### src/rtl/jogo_memoria_parametrizado.sv
// Simon-style memory game: the LFSR-generated sequence grows by one element per round
// until the chosen number of rounds is won, a wrong play is made, or the play timer expires.
module jogo_memoria_parametrizado #(
    parameter int          N_BOTOES  = 4,
    parameter int          DEPTH     = 16,
    parameter int          T_LED     = 1000,
    parameter int          T_GAP     = 500,
    parameter int          T_TIMEOUT = 5000,
    parameter logic [7:0]  SEED      = 8'hA5
) (
    input  logic                    clock,
    input  logic                    reset,
    input  logic                    jogar,
    input  logic                    modo,
    input  logic [1:0]              nivel,
    input  logic [N_BOTOES-1:0]     botoes,
    output logic [N_BOTOES-1:0]     leds,
    output logic                    pronto,
    output logic                    ganhou,
    output logic                    perdeu,
    output logic                    timeout,
    output logic [4:0]              db_estado,
    output logic [$clog2(DEPTH):0]  db_rodada
);

    localparam int IW     = $clog2(N_BOTOES);
    localparam int RW     = $clog2(DEPTH) + 1;
    localparam int QUARTO = DEPTH / 4;
    localparam int TMAX   = (T_TIMEOUT > T_LED) ? ((T_TIMEOUT > T_GAP) ? T_TIMEOUT : T_GAP)
                                                : ((T_LED > T_GAP) ? T_LED : T_GAP);
    localparam int TW     = $clog2(TMAX + 1);

    typedef enum logic [4:0] {
        INICIAL       = 5'b00000,
        PREPARA       = 5'b00001,
        CARREGA_LED   = 5'b00010,
        MOSTRA_LED    = 5'b00011,
        PAUSA         = 5'b00100,
        PROX_LED      = 5'b00101,
        INICIA_JOGADA = 5'b00110,
        ESPERA_JOGADA = 5'b00111,
        REGISTRA      = 5'b01000,
        COMPARA       = 5'b01001,
        PROX_JOGADA   = 5'b01010,
        FIM_RODADA    = 5'b01011,
        ACERTOU       = 5'b01100,
        ERROU         = 5'b01101,
        ESTOURO       = 5'b01110
    } estado_t;

    estado_t              r_estado, w_proximo;
    logic [7:0]           r_lfsr, r_seed, r_freeCnt;
    logic [TW-1:0]        r_timer;
    logic [RW-1:0]        r_rodada, r_k, r_vitoria;
    logic [N_BOTOES-1:0]  r_jogada, r_botoesPrev;
    logic                 r_jogarPrev;

    logic                 w_jogarEdge, w_jogada, w_onehot;
    logic [7:0]           w_lfsrNext, w_seedNova;
    logic [N_BOTOES-1:0]  w_ledSeq;
    logic [RW-1:0]        w_vitoria;
    logic                 w_timerClr, w_timerInc, w_lfsrLoad, w_lfsrStep;
    logic                 w_kClr, w_kInc, w_rClr, w_rInc;
    logic                 w_seedLoad, w_jogadaLoad, w_vitoriaLoad;

    assign w_jogarEdge = jogar & ~r_jogarPrev;
    assign w_jogada    = (|botoes) & ~(|r_botoesPrev);
    assign w_lfsrNext  = {r_lfsr[6:0], r_lfsr[7] ^ r_lfsr[5] ^ r_lfsr[4] ^ r_lfsr[3]};
    assign w_ledSeq    = {{(N_BOTOES-1){1'b0}}, 1'b1} << r_lfsr[IW-1:0];
    assign w_vitoria   = RW'((int'(nivel) + 1) * QUARTO);
    assign w_onehot    = (r_jogada != '0) &&
                         ((r_jogada & (r_jogada - N_BOTOES'(1))) == '0);
    // A captured zero would lock the LFSR, so it falls back to the fixed seed.
    assign w_seedNova  = (modo && (r_freeCnt != 8'd0)) ? r_freeCnt : SEED;

    always_comb begin
        w_proximo     = r_estado;
        w_timerClr    = 1'b0;
        w_timerInc    = 1'b0;
        w_lfsrLoad    = 1'b0;
        w_lfsrStep    = 1'b0;
        w_kClr        = 1'b0;
        w_kInc        = 1'b0;
        w_rClr        = 1'b0;
        w_rInc        = 1'b0;
        w_seedLoad    = 1'b0;
        w_jogadaLoad  = 1'b0;
        w_vitoriaLoad = 1'b0;
        case (r_estado)
            INICIAL, ACERTOU, ERROU, ESTOURO: begin
                if (w_jogarEdge) begin
                    w_seedLoad = 1'b1;
                    w_proximo  = PREPARA;
                end
            end
            PREPARA: begin
                w_vitoriaLoad = 1'b1;
                w_rClr        = 1'b1;
                w_proximo     = CARREGA_LED;
            end
            CARREGA_LED: begin
                w_lfsrLoad = 1'b1;
                w_kClr     = 1'b1;
                w_timerClr = 1'b1;
                w_proximo  = MOSTRA_LED;
            end
            MOSTRA_LED: begin
                if (r_timer == TW'(T_LED - 1)) begin
                    w_timerClr = 1'b1;
                    w_proximo  = PAUSA;
                end else begin
                    w_timerInc = 1'b1;
                end
            end
            PAUSA: begin
                if (r_timer == TW'(T_GAP - 1)) begin
                    w_timerClr = 1'b1;
                    w_proximo  = PROX_LED;
                end else begin
                    w_timerInc = 1'b1;
                end
            end
            PROX_LED: begin
                if (r_k == r_rodada) begin
                    w_proximo = INICIA_JOGADA;
                end else begin
                    w_kInc     = 1'b1;
                    w_lfsrStep = 1'b1;
                    w_timerClr = 1'b1;
                    w_proximo  = MOSTRA_LED;
                end
            end
            INICIA_JOGADA: begin
                w_lfsrLoad = 1'b1;
                w_kClr     = 1'b1;
                w_timerClr = 1'b1;
                w_proximo  = ESPERA_JOGADA;
            end
            // A play arriving on the expiry cycle takes priority over the timeout.
            ESPERA_JOGADA: begin
                if (w_jogada) begin
                    w_jogadaLoad = 1'b1;
                    w_timerClr   = 1'b1;
                    w_proximo    = REGISTRA;
                end else if (r_timer == TW'(T_TIMEOUT - 1)) begin
                    w_proximo = ESTOURO;
                end else begin
                    w_timerInc = 1'b1;
                end
            end
            REGISTRA: w_proximo = COMPARA;
            COMPARA: begin
                if (!w_onehot || (r_jogada != w_ledSeq)) w_proximo = ERROU;
                else                                      w_proximo = PROX_JOGADA;
            end
            PROX_JOGADA: begin
                if (r_k < r_rodada) begin
                    w_kInc     = 1'b1;
                    w_lfsrStep = 1'b1;
                    w_timerClr = 1'b1;
                    w_proximo  = ESPERA_JOGADA;
                end else begin
                    w_proximo = FIM_RODADA;
                end
            end
            FIM_RODADA: begin
                if ((r_rodada + RW'(1)) == r_vitoria) begin
                    w_proximo = ACERTOU;
                end else begin
                    w_rInc    = 1'b1;
                    w_proximo = CARREGA_LED;
                end
            end
            default: w_proximo = INICIAL;
        endcase
    end

    always_ff @(posedge clock) begin
        if (reset) begin
            r_estado     <= INICIAL;
            r_lfsr       <= 8'd0;
            r_seed       <= 8'd0;
            r_freeCnt    <= 8'd0;
            r_timer      <= '0;
            r_rodada     <= '0;
            r_k          <= '0;
            r_vitoria    <= '0;
            r_jogada     <= '0;
            r_botoesPrev <= '0;
            r_jogarPrev  <= 1'b0;
        end else begin
            r_estado     <= w_proximo;
            r_freeCnt    <= r_freeCnt + 8'd1;
            r_botoesPrev <= botoes;
            r_jogarPrev  <= jogar;
            if (w_seedLoad)         r_seed    <= w_seedNova;
            if (w_vitoriaLoad)      r_vitoria <= w_vitoria;
            if (w_jogadaLoad)       r_jogada  <= botoes;
            if (w_timerClr)         r_timer   <= '0;
            else if (w_timerInc)    r_timer   <= r_timer + TW'(1);
            if (w_lfsrLoad)         r_lfsr    <= r_seed;
            else if (w_lfsrStep)    r_lfsr    <= w_lfsrNext;
            if (w_kClr)             r_k       <= '0;
            else if (w_kInc)        r_k       <= r_k + RW'(1);
            if (w_rClr)             r_rodada  <= '0;
            else if (w_rInc)        r_rodada  <= r_rodada + RW'(1);
        end
    end

    always_comb begin
        leds = '0;
        case (r_estado)
            MOSTRA_LED:    leds = w_ledSeq;
            ESPERA_JOGADA: leds = botoes;
            default:       leds = '0;
        endcase
    end

    assign ganhou    = (r_estado == ACERTOU);
    assign perdeu    = (r_estado == ERROU);
    assign timeout   = (r_estado == ESTOURO);
    assign pronto    = ganhou | perdeu | timeout;
    assign db_estado = r_estado;
    assign db_rodada = r_rodada;

endmodule

### config.mk
export PLATFORM = sky130hd
export DESIGN_NAME = jogo_memoria_parametrizado
export DESIGN_NICKNAME = d
export VERILOG_FILES = /design/src/rtl/jogo_memoria_parametrizado.sv
export SDC_FILE = /design/constraint.sdc
export NUM_CORES = 1
export LEC_CHECK = 0
export ABC_AREA = 1
export BUFFER_PORTS_ARGS = -buffer_cell sky130_fd_sc_hd__buf_2
export CORE_MARGIN = 2
export CORE_UTILIZATION = 37
export DETAILED_ROUTE_END_ITERATION = 6
export PLACE_DENSITY_LB_ADDON = 0.15
export SLEW_MARGIN = 20
export SYNTH_ARGS = -nofsm -noshare
export SYNTH_HDL_FRONTEND = slang
export SYNTH_SLANG_ARGS = --single-unit
### constraint.sdc
create_clock -name clock -period 3.7 [get_ports clock]
set_input_delay 0.37 -clock clock [delete_from_list [all_inputs] [get_ports clock]]
set_output_delay 0.37 -clock clock [all_outputs]
set_load 0.01 [all_outputs]
# [Word-level counts from Yosys, hierarchy flattened]
# Index checks and enable logic that the tools add are counted.
[word_totals] regBits=64 latchBits=0 input_bits=10 out_inout_bits=18 mem_bits_ro=0 elab_cells=103 memories=0 mem_bits_rw=0
[op_classes] addsub=6 muxes=33 eq_ne=24 bitwise=10 n_div=0 magnitude_cmp=1 n_mul=0 shift=1 reduce_logical=17
[ops] op="$pmux W5 S12" n=1
[ops] op="$eq A5 B4 Y1 const B" n=7
[ops] op="$mux W5" n=5
[ops] op="$mux W8" n=3
[ops] op="$eq A5 B3 Y1 const B" n=4
[ops] op="$mux W1" n=16
[ops] op="$add A13 B1 Y13 const B" n=1
[ops] op="$eq A13 B10 Y1 const B" n=1
[ops] op="$eq A13 B13 Y1 const B" n=1
[ops] op="$eq A13 B9 Y1 const B" n=1
[ops] op="$reduce_or A4 Y1" n=3
[ops] op="$add A5 B1 Y5 const B" n=2
[ops] op="$eq A5 B2 Y1 const B" n=2
[ops] op="$eq A5 B5 Y1" n=2
[ops] op="$add A8 B1 Y8 const B" n=1
[ops] op="$mux W4" n=2
[ops] op="$pmux W4 S2" n=1
[ops] op="$reduce_bool A8 Y1" n=1
[ops] op="$reduce_or A2 Y1" n=4
[ops] op="$mux W3" n=2
[ops] op="$ne A2 B2 Y1 const B" n=3
[ops] op="$pmux W1 S6" n=1
[ops] op="$eq A5 B1 Y1 const B" n=1
[ops] op="$logic_not A5 Y1" n=1
[ops] op="20 further kinds" n=26

# [Logic depth before layout (Yosys ltp)]
[logic_depth] word_depth=8 mapped_depth=14 depth_no_buf=12

# [Least setup slack after synthesis]
# Ideal clock, no wire load.
[synth_path] path_kind="reg-to-reg" startpoint="register r_rodada[2], in the netlist db_rodada[2]" endpoint="register r_timer[10]" t_arrival_ps=1869 period_less_slack_ps=1924 required_ps=3644 setup_time_ps=56 n_path_buf=2 path_stages_with_launch=15 path_slack_ps=1776 path_cell_list="dfxtp_1 > clkbuf_2 > inv_1 > ha_1 > nand2_1 > nor2_1 > nand2_1 > nand4_4 > nand2_4 > inv_4 > nand2_8 > nor3_4 > buf_6 > nand2_1 > inv_1"
[synth_between] elab_chain_len=4 elab_cells_between_ends=6 cone_classes="order compare (1); eq/ne (1); mux (3); reduce/logical (1)"
[synth_lines] item="from (decl)" line="54" rtl="logic [RW-1:0] r_rodada, r_k, r_vitoria;"
[synth_lines] item="from (signal assigned)" line="206" rtl="else if (w_rInc) r_rodada <= r_rodada + RW'(1);"
[synth_lines] item="$lt A5 B5 Y1 / $eq A5 B5 Y1 (equally long branches)" line="157, 124"
[synth_lines] item="$mux W1 (on tied branches)" line="157, 124"
[synth_lines] item="$pmux W1 S6 (*)" line="89" rtl="case (r_estado)"
[synth_lines] item="$reduce_or A2 Y1 (no source line) (*)"
[synth_lines] item="to (signal assigned)" line="200" rtl="else if (w_timerInc) r_timer <= r_timer + TW'(1);"
[synth_lines] item="to (decl)" line="53" rtl="logic [TW-1:0] r_timer;"
# Mark *: on every way between the ends. The rest lies on a longest branch, timed or not.
# A chain may end at the register's enable or synchronous reset.

# [Worst setup path after layout]
[layout_path] startpoint="register r_rodada[2], in the netlist db_rodada[2]" endpoint="register r_timer[9]"
# The elaborated chain is that of the path after synthesis.

==> metrics.txt <==
# TYPE chip_impl_metric gauge
chip_impl_metric{name="final_hold_viol_count",unit=""} 0
chip_impl_metric{name="drt-vias-per-instance",unit=""} 4.80
chip_impl_metric{name="grt_pass1_vias",unit=""} 3227
chip_impl_metric{name="initial_antenna_violation_count",unit=""} 0
chip_impl_metric{name="areaGrowthSynthToFinish",unit="%"} 11.8
chip_impl_metric{name="cts.hold.buffers_added",unit=""} 0
chip_impl_info{name="cell_taking_the_most_area_after_synthesis",value="dfxtp_1"} 1
chip_impl_metric{name="synth_cell_types",unit=""} 43
chip_impl_metric{name="worst_hold_slack",unit="ns"} 0.218
chip_impl_metric{name="timing.critical_path.required",unit="ns"} 4.00
chip_impl_metric{name="power",unit="mW"} 2.02
chip_impl_metric{name="synth_edf_count",unit=""} 0
chip_impl_metric{name="clockBufferDepth",unit=""} 2
chip_impl_metric{name="dp_hpwl",unit="mm"} 6.57
chip_impl_metric{name="vdd_ir_drop_max",unit="mV"} 0.191
chip_impl_metric{name="slew_viol_final",unit=""} 0
chip_impl_metric{name="reg2reg_setup_slack",unit="ns"} 1.43
chip_impl_info{name="clockRootBuffer",value="clkbuf_8"} 1
chip_impl_metric{name="floorplan.io_pins",unit=""} 28
chip_impl_metric{name="placement.io_buffers",unit=""} 26
chip_impl_metric{name="ant_diodes",unit=""} 0
chip_impl_info{name="run_status",value="finished, final reports clean"} 1
chip_impl_metric{name="fmax",unit="MHz"} 441
chip_impl_metric{name="cts_made_buffers",unit=""} 9
chip_impl_metric{name="global_route_wire_length_before_repair",unit="mm"} 15.4
chip_impl_metric{name="routabilityCongestion",unit=""} 0.849
chip_impl_metric{name="cts_repair_resize_count",unit=""} 0
chip_impl_info{name="timing.hold.worst.class",value="primary input to flip-flop"} 1
chip_impl_metric{name="die_w",unit="µm"} 104
chip_impl_metric{name="setup_total_negative_slack",unit="ns"} 0
chip_impl_metric{name="drc",unit=""} 0
chip_impl_metric{name="cp_slowest_stage_delay",unit="ns"} 0.48
chip_impl_info{name="timing.setup.critical_path_class",value="flip-flop to flip-flop"} 1
chip_impl_info{name="cp-end-kind",value="flip-flop"} 1
chip_impl_metric{name="async_flop_share",unit="%"} 0
chip_impl_metric{name="min_period_over_period",unit="%"} 61.3
chip_impl_metric{name="die_footprint",unit="µm²"} 10800
chip_impl_metric{name="timing.max_cap.violations",unit=""} 0
chip_impl_metric{name="post-route-min-period",unit="ns"} 2.27
chip_impl_metric{name="clkSlewWorstSetupHoldPaths",unit="ns"} 0.08
chip_impl_metric{name="tightestPinTransition",unit="ns"} 0.700
chip_impl_metric{name="globalRouteTotalUtil",unit="%"} 17.5
chip_impl_metric{name="timing.critical_path.arrival",unit="ns"} 2.57
chip_impl_metric{name="route.antenna.remaining_nets",unit=""} 0
chip_impl_info{name="most_used_flip_flop_cell_after_synthesis",value="dfxtp_1"} 1
chip_impl_info{name="worst_path_most_repeated_cell",value="nand2_1"} 1
chip_impl_metric{name="netlist_instances",unit=""} 556
chip_impl_info{name="worstSetupStartpointType",value="flip-flop"} 1
chip_impl_metric{name="detailed_routing_wirelength_on_met1",unit="mm"} 4.49
chip_impl_metric{name="synth_area_per_cell",unit="µm²"} 6.64
chip_impl_metric{name="drive_gt1_share",unit="%"} 11.6
chip_impl_metric{name="grt.overflow.total",unit=""} 0
chip_impl_metric{name="die_y",unit="µm"} 104
chip_impl_metric{name="ctsHtreeMaxLevel",unit=""} 3
chip_impl_metric{name="layout_skew",unit="ns"} 0.00683
chip_impl_metric{name="wl_per_cell",unit="µm"} 12.4
chip_impl_info{name="top_layer_used",value="met4"} 1
chip_impl_metric{name="drt_pass1_iterations",unit=""} 4
chip_impl_metric{name="seq_area_frac_synth",unit="%"} 34.2
chip_impl_metric{name="maximum_number_of_pins_on_one_net_before_global_route_repair",unit=""} 32
chip_impl_metric{name="report.final.setup_viol",unit=""} 0
chip_impl_metric{name="wl_met2",unit="mm"} 3.97
chip_impl_metric{name="initialDrtViolationCount",unit=""} 162
chip_impl_metric{name="nets",unit=""} 600
chip_impl_metric{name="insertion_delay",unit="ns"} 0.36
chip_impl_metric{name="cts.sink_count",unit=""} 63
chip_impl_info{name="tritoncts",value="done"} 1
chip_impl_metric{name="postCtsSetupRepairBufs",unit=""} 0
chip_impl_metric{name="totalWireLength",unit="mm"} 8.92
chip_impl_metric{name="timing.critical_path.fanout_max",unit=""} 15
chip_impl_metric{name="placedInstanceArea",unit="µm²"} 3890
chip_impl_info{name="grt_setup_unrepaired",value="no"} 1
chip_impl_metric{name="floorplan.initialDensity",unit="%"} 37.9
chip_impl_metric{name="finish.instance_area",unit="µm²"} 4130
chip_impl_metric{name="detailroute.wirelength.met3",unit="µm"} 366
chip_impl_info{name="post_synth_most_frequent_cells",value="140 x nand2_1, 79 x inv_1, 65 x nor2_1"} 1
chip_impl_metric{name="std_cell_core_area",unit="µm²"} 9730
chip_impl_info{name="synth.area.top_cells",value="dfxtp_1 34%, nand2_1 14%, inv_1 8.0%, nor2_1 6.6%, nand3_1 5.7%"} 1
chip_impl_metric{name="layout.filler_cells",unit=""} 1077
chip_impl_info{name="worst_path_max_delay_cell",value="dfxtp_1"} 1
chip_impl_metric{name="num_rows",unit=""} 36
chip_impl_info{name="synth_most_common_cell",value="nand2_1"} 1
chip_impl_info{name="cell_family_with_most_cp_delay",value="simple AND/OR/NAND/NOR gates"} 1
chip_impl_metric{name="via_count",unit=""} 3440
chip_impl_metric{name="synthesis.yosys.warnings",unit=""} 0
chip_impl_metric{name="final-seq-area",unit="µm²"} 1260
chip_impl_metric{name="cellLeakagePower",unit="nW"} 1.89
chip_impl_metric{name="syn-cell-area",unit="µm²"} 3690
chip_impl_metric{name="cp_num_buf_inv",unit=""} 3
chip_impl_metric{name="power-per-cell-area",unit="nW/µm²"} 489
chip_impl_metric{name="synthesis.nets",unit=""} 577
chip_impl_info{name="worstPathCellList",value="inv_1 > ha_1 > nand2_1 > nor2_1 > nand2_1 > nand4_4 > nand2_4 > inv_4 > nand2_8 > nor3_4 > nand2_1 > inv_1"} 1
chip_impl_metric{name="multi_input_area",unit="µm²"} 2010
chip_impl_metric{name="netlist.area_leader.share",unit="%"} 34.2
chip_impl_metric{name="ys_ff_latch",unit=""} 63
chip_impl_metric{name="timing.slew.headroom",unit="%"} 53.2
[flip-flops by register name, indices dropped and copies added, names as in the netlist, 3 cells and up]
register      count
r_timer          13
r_jogada          4
r_botoesPrev      4
r_vitoria         3
db_rodada         5
r_freeCnt         8
r_seed            8
r_lfsr            8
db_estado         4
r_k               5
[cells by family (layout without fill, tap and decap cells)]
group | after synthesis | count (layout) | synth area share (%)
AO/OA/AOI/OAI | 62 | 62 | 9.42
flip-flops | 63 | 63 | 34.2
other | 1 | 1 | 0.102
XOR/XNOR | 15 | 15 | 3.56
AND/OR/NAND/NOR | 304 | 304 | 37.6
adder cells (fa/ha/maj) | 11 | 11 | 3.73
buffers and inverters | 100 | 128 | 11.4
[cell type report]
cell class	instances	share of cell area [%]
clock inverters	5	1.94
clock buffers	11	3.67
repair buffers	26	3.15
multi-input cells	393	48.7
flip-flops and latches	63	30.6
inverters	86	7.92
well taps	133	4.03
[stage by stage]
step / util [%] / std cells / worst slack, ns
after global placement: 40.0 / 701 / 1.51
after detailed placement: 40.0 / 701 / 1.44
after floorplan: - / 556 / 1.78
after global routing: 42.4 / 717 / 1.13
after CTS: 42.4 / 717 / 1.42
final: 42.4 / 717 / 1.43
[routing by layer]
| layer | vias up | GRT usage, % |
|---|---|---|
| li1 | 1834 | - |
| met5 | - | 0 |
| met3 | 8 | 3.88 |
| met2 | 48 | 27.3 |
| met4 | 0 | 6.66 |
| met1 | 1550 | 23.7 |
[final timing paths]
kind | cells past startpoint | end | from
worst max register to register | 12 | r_timer[9] | db_rodada[2]
worst max-delay path | 12 | r_timer[9] | db_rodada[2]
worst min register to register | 2 | r_seed[4] | r_seed[4]
worst min-delay path | 2 | r_vitoria[2] | nivel[0]
[report_power, final]
| group | internal (mW) | switching, mW | leakage, nW |
|---|---|---|---|
| clock | 0.415 | 0.289 | 0.112 |
| combinational | 0.165 | 0.335 | 1.26 |
| sequential | 0.745 | 0.0670 | 0.512 |
| total | 1.32 | 0.692 | 1.89 |
[layout by cell type (no fill, tap or decap), types with 2 or more instances in the layout]
master,Yosys,routed
nand2_1,140,140
inv_1,79,79
nor2_1,65,65
dfxtp_1,63,63
nand3_1,42,42
buf_2,2,26
a21oi_1,23,23
nand4_1,19,19
o21ai_0,18,18
nor3_1,14,14
ha_1,11,11
clkbuf_8,0,11
xor2_1,10,10
nand2_2,6,6
o21ai_1,6,6
inv_2,5,5
nor2_2,5,5
xnor2_1,5,5
o31ai_1,4,4
o221ai_1,4,4
o22ai_1,3,3
nand3_2,2,2
nand3b_1,2,2
clkinv_2,1,2
clkinvlp_4,0,2
bufinv_16,0,2
Note: power is estimated with default switching activity, not from simulation.
